==> config.mk <==
export PLATFORM = sky130hd
export DESIGN_NAME = regfile_wb_ctrl
export DESIGN_NICKNAME = d
export VERILOG_FILES = /design/src/rtl/regfile_wb_ctrl.sv
export SDC_FILE = /design/constraint.sdc
export NUM_CORES = 1
export LEC_CHECK = 0
export BUFFER_PORTS_ARGS = -buffer_cell sky130_fd_sc_hd__buf_4
export CORE_MARGIN = 2
export CORE_UTILIZATION = 29
export CTS_CLUSTER_DIAMETER = 40
export DETAILED_ROUTE_END_ITERATION = 12
export HOLD_SLACK_MARGIN = 0.15
export MAX_ROUTING_LAYER = met4
export PLACE_DENSITY_LB_ADDON = 0.25
export RECOVER_POWER = 100
export SLEW_MARGIN = 20
export SYNTH_ARGS = -nofsm -noshare
export SYNTH_HDL_FRONTEND = slang
export SYNTH_SLANG_ARGS = --single-unit
==> constraint.sdc <==
create_clock -name clk -period 5.5 [get_ports clk]
set_input_delay 1.1 -clock clk [delete_from_list [all_inputs] [get_ports clk]]
set_output_delay 1.1 -clock clk [all_outputs]
set_load 0.005 [all_outputs]
==> src/rtl/regfile_wb_ctrl.sv <==
// ---------------------------------------------------------------------------
// regfile_wb_ctrl
//   Write-back controller for the 32 x XLEN register file. The single write
//   port is shared among NREQ write-back sources with round-robin arbitration.
//   A pending-write scoreboard makes decode stall on RAW/WAW hazards until
//   the producing write has landed in the register file.
//
// Handshake: a requester raises req_valid[i] and holds req_valid, req_rd and
//   req_data stable until req_ready[i] is seen. A transfer happens on the
//   clock edge where req_valid[i] & req_ready[i]. req_ready is purely
//   combinational from req_valid and the round-robin pointer. It never
//   depends on next-cycle state.
//
// Ports
//   clk, rst_n        core clock, asynchronous active-low reset
//   iss_en            decode issues an instruction this cycle
//   iss_rd/rs1/rs2    destination / sources of the instruction in decode
//   iss_stall         decode must hold (hazard on rs1, rs2 or rd)
//   flush             drop all pending marks
//   req_valid         per-requester write-back valid
//   req_rd            per-requester destination, req i at [5i+4:5i]
//   req_data          per-requester result, req i at [XLEN*i +: XLEN]
//   req_ready         one-hot grant
//   rf_rd_en/addr/data register file write port
//   pending           scoreboard bitmap (bit 0 always 0)
// ---------------------------------------------------------------------------
module regfile_wb_ctrl #(
  parameter int XLEN = 32,
  parameter int NREQ = 3
) (
  input  logic                 clk,
  input  logic                 rst_n,
  input  logic                 iss_en,
  input  logic [4:0]           iss_rd,
  input  logic [4:0]           iss_rs1,
  input  logic [4:0]           iss_rs2,
  output logic                 iss_stall,
  input  logic                 flush,
  input  logic [NREQ-1:0]      req_valid,
  input  logic [5*NREQ-1:0]    req_rd,
  input  logic [XLEN*NREQ-1:0] req_data,
  output logic [NREQ-1:0]      req_ready,
  output logic                 rf_rd_en,
  output logic [4:0]           rf_rd_addr,
  output logic [XLEN-1:0]      rf_rd_data,
  output logic [31:0]          pending
);

  localparam int PW = (NREQ > 1) ? $clog2(NREQ) : 1;

  logic [PW-1:0] rr_ptr, rr_next;
  logic [PW-1:0] win, win_hi, win_lo;
  logic          any_hi, any_lo, grant;
  logic [31:0]   pending_q, pending_d;
  logic          hazard, issue;

  // Round-robin search: the lowest valid index at or above rr_ptr wins,
  // otherwise wrap around to the lowest valid index overall. Descending
  // loops let the lowest index overwrite the higher ones.
  always_comb begin
    any_hi = 1'b0;
    any_lo = 1'b0;
    win_hi = '0;
    win_lo = '0;
    for (int j = NREQ - 1; j >= 0; j--) begin
      if (req_valid[j]) begin
        any_lo = 1'b1;
        win_lo = PW'(j);
        if (PW'(j) >= rr_ptr) begin
          any_hi = 1'b1;
          win_hi = PW'(j);
        end
      end
    end
    win   = any_hi ? win_hi : win_lo;
    // Grant is gated by rst_n so an asserted reset drops it immediately,
    // even while requesters still hold valid.
    grant = any_lo & rst_n;
  end

  // Winner mux: one-hot ready plus the write port, all zero with no grant.
  always_comb begin
    req_ready  = '0;
    rf_rd_addr = '0;
    rf_rd_data = '0;
    for (int j = 0; j < NREQ; j++) begin
      if (grant && (win == PW'(j))) begin
        req_ready[j] = 1'b1;
        rf_rd_addr   = req_rd[5*j +: 5];
        rf_rd_data   = req_data[XLEN*j +: XLEN];
      end
    end
    // A write to x0 completes the handshake but never reaches the file.
    rf_rd_en = grant & (rf_rd_addr != 5'd0);
  end

  always_comb begin
    rr_next = rr_ptr;
    if (grant) begin
      rr_next = (win == PW'(NREQ - 1)) ? '0 : win + PW'(1);
    end
  end

  // Scoreboard. Ordering matters: clear first, so a same-edge set of the
  // same index wins, and flush last, so it overrides both.
  always_comb begin
    hazard = ((iss_rs1 != 5'd0) & pending_q[iss_rs1]) |
             ((iss_rs2 != 5'd0) & pending_q[iss_rs2]) |
             ((iss_rd  != 5'd0) & pending_q[iss_rd]);
    issue  = iss_en & ~hazard;

    pending_d = pending_q;
    if (rf_rd_en) begin
      pending_d[rf_rd_addr] = 1'b0;
    end
    if (issue && (iss_rd != 5'd0)) begin
      pending_d[iss_rd] = 1'b1;
    end
    if (flush) begin
      pending_d = '0;
    end
    pending_d[0] = 1'b0;
  end

  always_ff @(posedge clk or negedge rst_n) begin
    if (!rst_n) begin
      pending_q <= '0;
      rr_ptr    <= '0;
    end else begin
      pending_q <= pending_d;
      rr_ptr    <= rr_next;
    end
  end

  assign iss_stall = hazard;
  assign pending   = pending_q;

endmodule

# Word level (Yosys, flattened, before mapping)
# Index checks and enable logic that the tools add are counted.
totals:
  reg_bits: 33
  wordCells: 79
  inputBits: 133
op_classes:
  n_eq_ne: 2
  n_reduce_logical: 11
  magnitude_cmp: 9
  bitwise: 12
  add_sub_neg: 1
  mux: 42
op_table:
  columns: ["cell", "n"]
  rows:
  - ["32-bit two-way mux", 6]
  - ["32-bit bitwise AND", 1]
  - ["32-bit inverter", 1]
  - ["32-bit OR", 1]
  - ["5-bit by 6-bit < comparator with 1-bit output, second input constant", 4]
  - ["2-bit two-way mux", 11]
  - ["5-bit nonzero test", 4]
  - ["1-bit two-way mux", 17]
  - ["1-bit binary-select mux with 5-bit select", 3]
  - ["5-bit two-way mux", 3]
  - ["1-bit demux with 5-bit select", 2]
  - ["5-bit by 1-bit greater-or-equal comparator with 1-bit output, second input constant", 2]
  - ["1-bit bitwise AND", 6]
  - ["1-bit logical AND", 6]
  - ["1-bit by 2-bit greater-or-equal comparator with 1-bit output, first input constant", 2]
  - ["2-bit by 1-bit adder with 2-bit output, second input constant", 1]
  - ["2-bit by 1-bit equality test with 1-bit output, second input constant", 1]
  - ["2-bit equality test, second input constant", 1]
  - ["2-bit greater-or-equal comparator, first input constant", 1]
  - ["2-bit logical NOT", 1]
  - ["1-bit OR", 2]
  - ["1-bit inverter", 1]

# Depth between registers and ports, before layout
# Gate-level depths: netlist (run 1).
depth:
  depth_word: 23
  ltp_mapped: 10

# Least setup slack after synthesis (run 1)
# No wires, ideal clock.
synth_timing:
  path_type: "in2out"
  start: "input iss_rs2[0]"
  end: "output iss_stall"
  path_stages: 7
  required_ns: 4.400
  n_path_buf: 2
  slack_ns: 1.291
  arrival_ns: 3.109
  cell_sequence: "buf_6 > mux4_1 > mux2_2 > a311o_1 > a221o_2 > buf_6 > or2_2"
synth_via:
  elab_chain_len: 5
synth_lines:
  columns: ["element", "line_no", "source"]
  rows:
  - ["start: declaration", "36", "input logic [4:0] iss_rs2,"]
  - ["1-bit binary-select mux with 5-bit select", "108", "((iss_rs2 != 5'd0) & pending_q[iss_rs2]) |"]
  - ["1-bit two-way mux (not written as such)", "108", null]
  - ["1-bit bitwise AND *", "108", null]
  - ["1-bit OR *", "107", "hazard = ((iss_rs1 != 5'd0) & pending_q[iss_rs1]) |"]
  - ["1-bit OR *", "108", null]
  - ["end: declaration", "37", "output logic iss_stall,"]
# Mark *: on every way between the ends. The rest lies on a longest branch, timed or not. The select of a mux whose other input is x is not followed.

# Worst setup path in the final report (run 1)
layout_timing:
  start: "input iss_rd[0]"
  end: "output iss_stall"
layout_via:
  elab_chain_len: 4
layout_lines:
  columns: ["element", "line_no", "source"]
  rows:
  - ["start: declaration", "34", "input logic [4:0] iss_rd,"]
  - ["1-bit binary-select mux with 5-bit select", "109", "((iss_rd != 5'd0) & pending_q[iss_rd]);"]
  - ["1-bit two-way mux (not written as such)", "109", null]
  - ["1-bit bitwise AND *", "109", null]
  - ["1-bit OR *", "108", null]
# Marks and branches as above.

==> results.json, run 1 <==
{
  "outcome": "complete, but fails checks",
  "failed_checks": "DRC",
  "via_count_of_the_first_global_routing_pass": 4382,
  "vias": 4343,
  "unrepaired_setup_endpoints_after_global_routing": "false",
  "insertedDiodeCount": 0,
  "synth_compound_gate_area_share": 0.340,
  "drt_iter0_markers": 387,
  "netlist_instances": 392,
  "setup-tns-final_ns": 0,
  "yosys-top-cells-area": "dfrtp_1 24%, a221oi_1 9.7%, o41ai_1 9.4%",
  "cp_max_fo": 13,
  "finalWeightedCongestion": 0.875,
  "critPathLaunchType": "input port",
  "post_cts_hold_buffer_count": 0,
  "syn_nets": 525,
  "maxCapViolCount": 0,
  "fmax_mhz": 213,
  "hold_violations": 0,
  "track_usage": 0.233,
  "critical_path_class": "in -> out",
  "worst_setup_timing_slack_at_the_placement_stage_ns": 1.05,
  "dp_hpwl_um": 11600,
  "first_pass_grt_wire_length_um": 23300,
  "fin_worst_skew_ns": 0.00363,
  "synth_top_family_by_area": "compound AO/OA/AOI/OAI gates",
  "floorplan.die_area_mm2": 0.0128,
  "clock_insertion_delay_worst_skew_ns": 0.28,
  "detail-route-antenna-nets": 0,
  "clk_transition_reported_paths_ns": 0.05,
  "timing.final.setup_violations": 0,
  "die_height_um": 113,
  "multi_input_area_mm2": 0.00241,
  "top_cell_type_by_total_area_after_synthesis": "dfrtp_1",
  "final-seq-area_um2": 826,
  "hp-class": "reg -> reg",
  "synth_sequential_area_ratio": 0.240,
  "power.density_mw_per_mm2": 184,
  "rows": 39,
  "drt-total-wl_um": 15000,
  "net_total_in_the_final_layout": 703,
  "final_period_minus_worst_setup_slack_ns": 4.70,
  "arrival_time_worst_endpoint_ns": 3.60,
  "synth_fa_ha_area_frac": 0,
  "cp_data_required_time_ns": 4.40,
  "netlist-cell-type-count": 48,
  "ys_async_sr_fraction": 1.00,
  "drc": 10,
  "relSlewSlack": 0.0217,
  "chipWidth_um": 113,
  "drt_first_pass_iters": 10,
  "grt_remaining_overflow": 0,
  "worst_setup_path_end_kind": "primary output",
  "buffer_ports.inserted": 205,
  "clkSinkCount": 33,
  "synthFlopType": "dfrtp_1",
  "synth_enable_flop_cells": 0,
  "power.leakage_uw": 0.00232,
  "tritoncts": "yes",
  "num-fill-cells": 1149,
  "postcts_setup_bufs": 0,
  "routedWlPerCell_um": 20.9,
  "postCtsResizedCells": 0,
  "crit_chain": "clkbuf_1, mux4_2, o21ai_0, o22ai_1, a311o_1, a221o_2, or2_2, clkbuf_4",
  "cp_slowest_cell": "clkbuf_1",
  "boundaryPins": 207,
  "initial_util": 0.299,
  "post_drt_via_cell_ratio": 6.08,
  "syn_area_mm2": 0.00344,
  "ys_warn_count": 0,
  "irDropWorstVdd_mv": 0.0907,
  "worst_slew_pin_slew_ns": 1.47,
  "clock_tree.htree_level_count": 2,
  "synthesis.area_per_instance_um2": 8.78,
  "critical-path-top-delay-family": "compound AO/OA/AOI/OAI gates",
  "clock_tree.root_cell": "clkbuf_16",
  "muxShareOfSynthArea": 0.167,
  "number_of_buffers_and_inverters_on_the_critical_path": 2,
  "rrSetupSlack_ns": 1.76,
  "finalCritPeriodShare": 0.854,
  "design.core.area_mm2": 0.0115,
  "final-max-slew-violation-count": 0,
  "postSynthRegisterBits": 33,
  "layout-drive-gt1-share": 0.399,
  "synth_top_cell_area_share": 0.240,
  "initial_antenna_violation_count": 0,
  "layout-area-overhead-vs-synth_pct": 49.9,
  "hold_slack_ns": 0.632,
  "setup_slack_ns": 0.804,
  "cpPeakStageDelay_ns": 0.60,
  "simple_gate_fraction_of_synth_area": 0.185,
  "synth_xor_area_frac": 0,
  "cts_max_path_buffers": 2,
  "grt_start_max_net_pins": 41,
  "cts-buffers-inserted": 5
}
==> worst register-to-register path, delay by kind of cell, from the launching register on <==
kind,cells,cell delay [ns]
AOI/OAI and AO/OA,5,1.43
DFF,1,0.50
buffers and inverters,2,1.27
and+or+nand+nor,1,0.37
==> state kept, by name, indices dropped and copies added, names as in the netlist <==
| signal | flops |
|---|---|
| rr_ptr | 2 |
| pending | 31 |
==> metal layers <==
| metal | global-route usage | routed length [um] |
|---|---|---|
| met5 | - | 0 |
| met4 | 0.0650 | 304 |
| met3 | 0.0332 | 1280 |
| met2 | 0.416 | 7820 |
| met1 | 0.275 | 5550 |
==> per-stage QoR <==
step	cells	cell area [um2]	util	total power, uW
after detailed placement	706	5050	0.438	642
after global placement	706	5050	0.438	636
after CTS	714	5220	0.453	963
after global routing	714	5160	0.448	994
after floorplan	392	3440	-	432
final	714	5160	0.448	948
==> cell usage in the layout, fill, tap and decap left out, drive strengths merged, types with 5 or more instances in the layout <==
master,Yosys,routed
a221oi,38,38
buf,15,141
clkbuf,27,79
dfrtp,33,33
inv,9,9
mux2i,8,8
mux4,19,19
nand2,14,14
nand2b,8,8
nand3b,5,5
nor2,80,80
nor2b,15,15
o311ai,23,23
o31ai,5,5
o41ai,37,37
==> cell type report <==
class | instances | share of cell area
Multi-Input combinational cell | 308 | 0.467
Sequential cell | 33 | 0.160
Timing Repair Buffer | 213 | 0.299
Tap cell | 143 | 0.0347
Clock inverter | 1 | 0.00582
Inverter | 9 | 0.00654
Clock buffer | 7 | 0.0276
==> power by group <==
| group | switching (uW) | leakage [uW] | internal [uW] |
|---|---|---|---|
| combinational | 196 | 0.00177 | 171 |
| sequential | 9.51 | 0.000457 | 248 |
| clock | 98.5 | 0.0000841 | 226 |
==> cell usage after synthesis, drive strengths merged, types with 5 or more instances <==
master and instances:
nor2 80, mux2i 8, o311ai 23, nand2 14, a221oi 38, nand3b 5
o41ai 37, dfrtp 33, buf 15, clkbuf 27, nand2b 8, mux4 19
nor2b 15, inv 9, o31ai 5
==> cells by family after synthesis <==
family | count (synthesis)
AO/OA/AOI/OAI | 138
AND/OR/NAND/NOR | 138
flip-flops | 33
buffers and inverters | 51
other | 1
multiplexers | 31
==> worst paths after layout <==
| kind | from | endpoint | cells past startpoint |
|---|---|---|---|
| worst max-delay path | iss_rd[0] | iss_stall | 8 |
| worst min-delay path | rr_ptr[1] | rr_ptr[1] | 1 |
| worst max register to register | rr_ptr[0] | pending[5] | 8 |
| worst min register to register | rr_ptr[1] | rr_ptr[1] | 1 |
| max in group asynchronous | rst_n | pending[24] | 1 |
| min in group asynchronous | rst_n | pending[11] | 1 |
(Power assumes the default switching activity.)
==> run 2: changes to the inputs <==
--- a/config.mk
+++ b/config.mk
@@ -7,13 +7,14 @@
 export LEC_CHECK = 0
 export BUFFER_PORTS_ARGS = -buffer_cell sky130_fd_sc_hd__buf_4
 export CORE_MARGIN = 2
-export CORE_UTILIZATION = 29
+export CORE_UTILIZATION = 26
 export CTS_CLUSTER_DIAMETER = 40
 export DETAILED_ROUTE_END_ITERATION = 12
 export HOLD_SLACK_MARGIN = 0.15
 export MAX_ROUTING_LAYER = met4
 export PLACE_DENSITY_LB_ADDON = 0.25
 export RECOVER_POWER = 100
+export REMOVE_ABC_BUFFERS = 1
 export SLEW_MARGIN = 20
 export SYNTH_ARGS = -nofsm -noshare
 export SYNTH_HDL_FRONTEND = slang
==> results.json, run 2 (synthesis results as in run 1) <==
{
  "outcome": "complete, but fails checks",
  "failed_checks": "capacitance limit, slew limit",
  "initial_antenna_violation_count": 0,
  "buffer_ports.inserted": 205,
  "regToRegStartpoint": "rr_ptr[0]",
  "final_period_minus_worst_setup_slack_ns": 4.88,
  "via_count_of_the_first_global_routing_pass": 4309,
  "layout-area-overhead-vs-synth_pct": 51.1,
  "detail-route-antenna-nets": 0,
  "layout-drive-gt1-share": 0.395,
  "setup-tns-final_ns": 0,
  "critical_path_class": "in -> out",
  "final-max-slew-violation-count": 36,
  "dp_cells": 740,
  "cts-buffers-inserted": 5,
  "rrSetupSlack_ns": 2.30,
  "postCtsResizedCells": 0,
  "rr_endpoint": "pending[15]",
  "initial_util": 0.263,
  "drt_iter0_markers": 306,
  "fmax_mhz": 205,
  "clock_tree.root_cell": "clkbuf_16",
  "whs_path_depth": 1,
  "boundaryPins": 207,
  "critPathLaunchType": "input port",
  "fin_cells": 748,
  "whs_endpoint": "rr_ptr[1]",
  "die_height_um": 119,
  "rows": 42,
  "layout.cells.most_common_list": "141 x buf_4, 80 x nor2_1, 56 x clkbuf_4",
  "clock_tree.htree_level_count": 2,
  "grt_start_max_net_pins": 41,
  "cts_max_path_buffers": 2,
  "power.density_mw_per_mm2": 184,
  "clock_insertion_delay_worst_skew_ns": 0.28,
  "fin_worst_skew_ns": 0.00662,
  "hold_violations": 0,
  "number_of_flip_flops_in_the_largest_register": 31,
  "clk_transition_reported_paths_ns": 0.05,
  "total_power_uw": 956,
  "arrival_time_worst_endpoint_ns": 3.78,
  "track_usage": 0.215,
  "drc": 0,
  "clkSinkCount": 33,
  "insertedDiodeCount": 0,
  "worst_slew_pin_slew_ns": 1.92,
  "tritoncts": "yes",
  "finalCritPeriodShare": 0.886,
  "hp-class": "reg -> reg",
  "leading_cell_type_in_the_layout_fill_and_taps_excluded": "buf_4",
  "cp_max_fo": 32,
  "relSlewSlack": -0.282,
  "finalWeightedCongestion": 0.899,
  "layout.core_utilization": 0.398,
  "grt_remaining_overflow": 0,
  "drt_first_pass_iters": 5,
  "vias": 4414,
  "power.leakage_uw": 0.00231,
  "worstRegToRegCells": 8,
  "first_pass_grt_wire_length_um": 23400,
  "routedWlPerCell_um": 20.7,
  "setup.worst_path.start": "iss_rs2[0]",
  "unrepaired_setup_endpoints_after_global_routing": "false",
  "timing.final.setup_violations": 0,
  "postcts_setup_bufs": 0,
  "chipWidth_um": 119,
  "drt-total-wl_um": 15500,
  "post_drt_via_cell_ratio": 5.90,
  "floorplan.die_area_mm2": 0.0142,
  "net_total_in_the_final_layout": 704,
  "maxCapViolCount": 1,
  "dp_hpwl_um": 11900,
  "worst_setup_path_end_kind": "primary output",
  "design.core.area_mm2": 0.0131,
  "post_cts_hold_buffer_count": 0,
  "irDropWorstVdd_mv": 0.0886,
  "cp_data_required_time_ns": 4.40,
  "hold_start": "rr_ptr[1]"
}
run 2: critical path: stages:
cell and delay, ns:
buf_4 0.16, mux4_1 0.56, mux2_2 0.28, a311o_1 0.34, a221o_1 0.69, or2_2 0.48, buf_4 0.15
run 2: final cells by class:
| type | instances | area (um2) |
|---|---|---|
| Fill cell | 1350 | 7880 |
| Multi-Input combinational cell | 308 | 2410 |
| Timing Repair Buffer | 214 | 1540 |
| Sequential cell | 33 | 826 |
| Tap cell | 176 | 220 |
| Clock buffer | 7 | 143 |
| Inverter | 9 | 33.8 |
| Clock inverter | 1 | 30.0 |
run 2: through the flow:
stage,setup WS (ns),cell area [um2],hold WS (ns)
final,0.624,5200,0.628
after CTS,0.874,5270,0.632
after detailed placement,0.881,5100,0.622
after floorplan,-0.0555,3250,0.561
after global routing,0.514,5200,0.679
after global placement,0.916,5100,0.604
run 2: worst max-delay path by stage:
stage                endpoint  slack (ns)  depth (start not counted)
global route        iss_stall        0.51                          7
floorplan            rf_rd_en       -0.06                          7
CTS                 iss_stall        0.87                          7
global placement    iss_stall        0.92                          7
finish              iss_stall        0.62                          7
detailed placement  iss_stall        0.88                          7
run 2: power by group:
group / internal (uW) / total (uW) / switching (uW) / leakage [uW]
clock: 226 / 327 / 101 / 0.0000841
sequential: 248 / 257 / 9.33 / 0.000457
combinational: 172 / 371 / 200 / 0.00177
total: 646 / 956 / 310 / 0.00231
run 2: routing by layer:
| metal | wire length, um | share of wire | vias up | global-route usage |
|---|---|---|---|---|
| met5 | 0 | 0 | - | - |
| met1 | 5920 | 0.38 | 2158 | 0.253 |
| li1 | - | - | 1967 | - |
| met4 | 263 | 0.017 | 0 | 0.0551 |
| met3 | 1190 | 0.077 | 28 | 0.0369 |
| met2 | 8090 | 0.52 | 261 | 0.381 |
==> run 3: changes to the inputs <==
--- a/config.mk
+++ b/config.mk
@@ -6,7 +6,6 @@
 export NUM_CORES = 1
 export LEC_CHECK = 0
 export BUFFER_PORTS_ARGS = -buffer_cell sky130_fd_sc_hd__buf_4
-export CORE_MARGIN = 2
 export CORE_UTILIZATION = 26
 export CTS_CLUSTER_DIAMETER = 40
 export DETAILED_ROUTE_END_ITERATION = 12
@@ -15,7 +14,7 @@
 export PLACE_DENSITY_LB_ADDON = 0.25
 export RECOVER_POWER = 100
 export REMOVE_ABC_BUFFERS = 1
-export SLEW_MARGIN = 20
+export SLEW_MARGIN = 10
 export SYNTH_ARGS = -nofsm -noshare
 export SYNTH_HDL_FRONTEND = slang
 export SYNTH_SLANG_ARGS = --single-unit
==> constraint.sdc (replaced) <==
create_clock -name clk -period 4.4 [get_ports clk]
set_input_delay 0.88 -clock clk [delete_from_list [all_inputs] [get_ports clk]]
set_output_delay 0.88 -clock clk [all_outputs]
set_load 0.005 [all_outputs]
==> results.json, run 3 (synthesis results as in run 1) <==
{
  "outcome": "complete, but fails checks",
  "failed_checks": "capacitance limit, slew limit",
  "via_count_of_the_first_global_routing_pass": 4286,
  "power.sequential.fraction": 0.276,
  "detail-route-antenna-nets": 0,
  "fin_worst_skew_ns": 0.00469,
  "floorplan.die_area_mm2": 0.0137,
  "finalCritPeriodShare": 0.886,
  "setup-tns-final_ns": 0,
  "final_period_minus_worst_setup_slack_ns": 3.90,
  "grt_remaining_overflow": 0,
  "relSlewSlack": -0.281,
  "postCtsResizedCells": 0,
  "first_pass_grt_wire_length_um": 22300,
  "clkSinkCount": 33,
  "cts_max_path_buffers": 2,
  "grt_start_max_net_pins": 41,
  "hold_violations": 0,
  "net_total_in_the_final_layout": 707,
  "drt_iter0_markers": 256,
  "vias": 4385,
  "clock_tree.root_cell": "clkbuf_16",
  "chipWidth_um": 117,
  "worst_slew_pin_slew_ns": 1.92,
  "setup_slack_ns": 0.503,
  "layout-area-overhead-vs-synth_pct": 51.6,
  "clock_insertion_delay_worst_skew_ns": 0.28,
  "arrival_time_worst_endpoint_ns": 3.02,
  "critical_path_class": "in -> out",
  "irDropWorstVdd_mv": 0.119,
  "initial_antenna_violation_count": 0,
  "routedWlPerCell_um": 20.3,
  "worst_setup_timing_slack_at_the_placement_stage_ns": 0.557,
  "layout-drive-gt1-share": 0.409,
  "grtUsageMet2": 0.401,
  "dp_hpwl_um": 11800,
  "cp_data_required_time_ns": 3.52,
  "initial_util": 0.270,
  "fmax_mhz": 257,
  "tritoncts": "yes",
  "design.core.area_mm2": 0.0128,
  "buffer_ports.inserted": 205,
  "cp_max_fo": 40,
  "track_usage": 0.223,
  "final-max-slew-violation-count": 36,
  "grt_use_met1": 0.253,
  "power.share.combinational": 0.405,
  "drt_first_pass_iters": 5,
  "worstRegToRegCells": 8,
  "critPathLaunchType": "input port",
  "clock_tree.htree_level_count": 2,
  "layout.cells.most_common_list": "146 x buf_4, 80 x nor2_1, 57 x clkbuf_4",
  "drc": 0,
  "number_of_flip_flops_in_the_largest_register": 31,
  "cell_internal_power_dissipation_uw": 773,
  "netSwitchingPower_uw": 393,
  "insertedDiodeCount": 0,
  "worst_setup_path_end_kind": "primary output",
  "finalWeightedCongestion": 0.907,
  "most_crowded_layer_gr": "met2",
  "leading_cell_type_in_the_layout_fill_and_taps_excluded": "buf_4",
  "postcts_setup_bufs": 0,
  "power.density_mw_per_mm2": 223,
  "timing.final.setup_violations": 0,
  "post_drt_via_cell_ratio": 5.87,
  "gr_met3_demand_resource": 0.0324,
  "die_height_um": 117,
  "netSwitchingFraction": 0.337,
  "post_cts_hold_buffer_count": 0,
  "boundaryPins": 207,
  "whs_path_depth": 1,
  "pwr-share-clk": 0.319,
  "clk_transition_reported_paths_ns": 0.05,
  "unrepaired_setup_endpoints_after_global_routing": "false",
  "power.leakage_uw": 0.00234,
  "drt-total-wl_um": 15100,
  "hp-class": "reg -> reg",
  "maxCapViolCount": 1,
  "rows": 41,
  "cts-buffers-inserted": 5
}
run 3: final cells by class:
type	count	area, um2
timing repair buffer	217	1580
tap	172	215
fill	1331	7550
clock inverter	1	5.00
inverter	9	33.8
clock buffer	7	153
sequential	33	826
multi-input combinational	308	2410
run 3: final timing paths:
path	startpoint	to	slack (ns)
max	req_valid[2]	rf_rd_en	0.50
min	rr_ptr[1]	rr_ptr[1]	0.64
max reg2reg	rr_ptr[0]	pending[15]	0.84
min reg2reg	rr_ptr[1]	rr_ptr[1]	0.64
max in group asynchronous	rst_n	pending[25]	1.99
min in group asynchronous	rst_n	pending[23]	1.29
run 3: power groups by stage:
stage | combinational (uW) | sequential, uW | clock, uW
6_report | 472 | 322 | 371
5_1_grt | 512 | 322 | 387
4_1_cts | 490 | 321 | 372
3_5_place_dp | 490 | 326 | 0
3_3_place_gp | 482 | 326 | 0
2_1_floorplan | 190 | 322 | 0
run 3: worst max-delay path: stages:
cell and delay [ns]:
buf_4 0.12, a21oi_1 0.07, o2111a_1 0.30, clkbuf_2 0.49, a22oi_1 0.35, a31oi_1 0.12, buf_4 0.20, or3_1 0.33
buf_4 0.15
run 3: per-layer routing:
layer  up-vias  share of wire
li1       1968              -
met1      2125           0.38
met2       264           0.53
met3        28          0.075
met4         0          0.022
met5         -              0
run 3: through the flow:
| step | instances | total power, uW | cell area (um2) | hold WS (ns) | util |
|---|---|---|---|---|---|
| 2_1_floorplan | 350 | 512 | 3250 | 0.561 | - |
| 6_report | 747 | 1170 | 5220 | 0.639 | 0.409 |
| 5_1_grt | 747 | 1220 | 5220 | 0.668 | 0.409 |
| 3_5_place_dp | 739 | 816 | 5110 | 0.604 | 0.400 |
| 3_3_place_gp | 739 | 808 | 5110 | 0.603 | 0.400 |
| 4_1_cts | 747 | 1180 | 5270 | 0.616 | 0.413 |
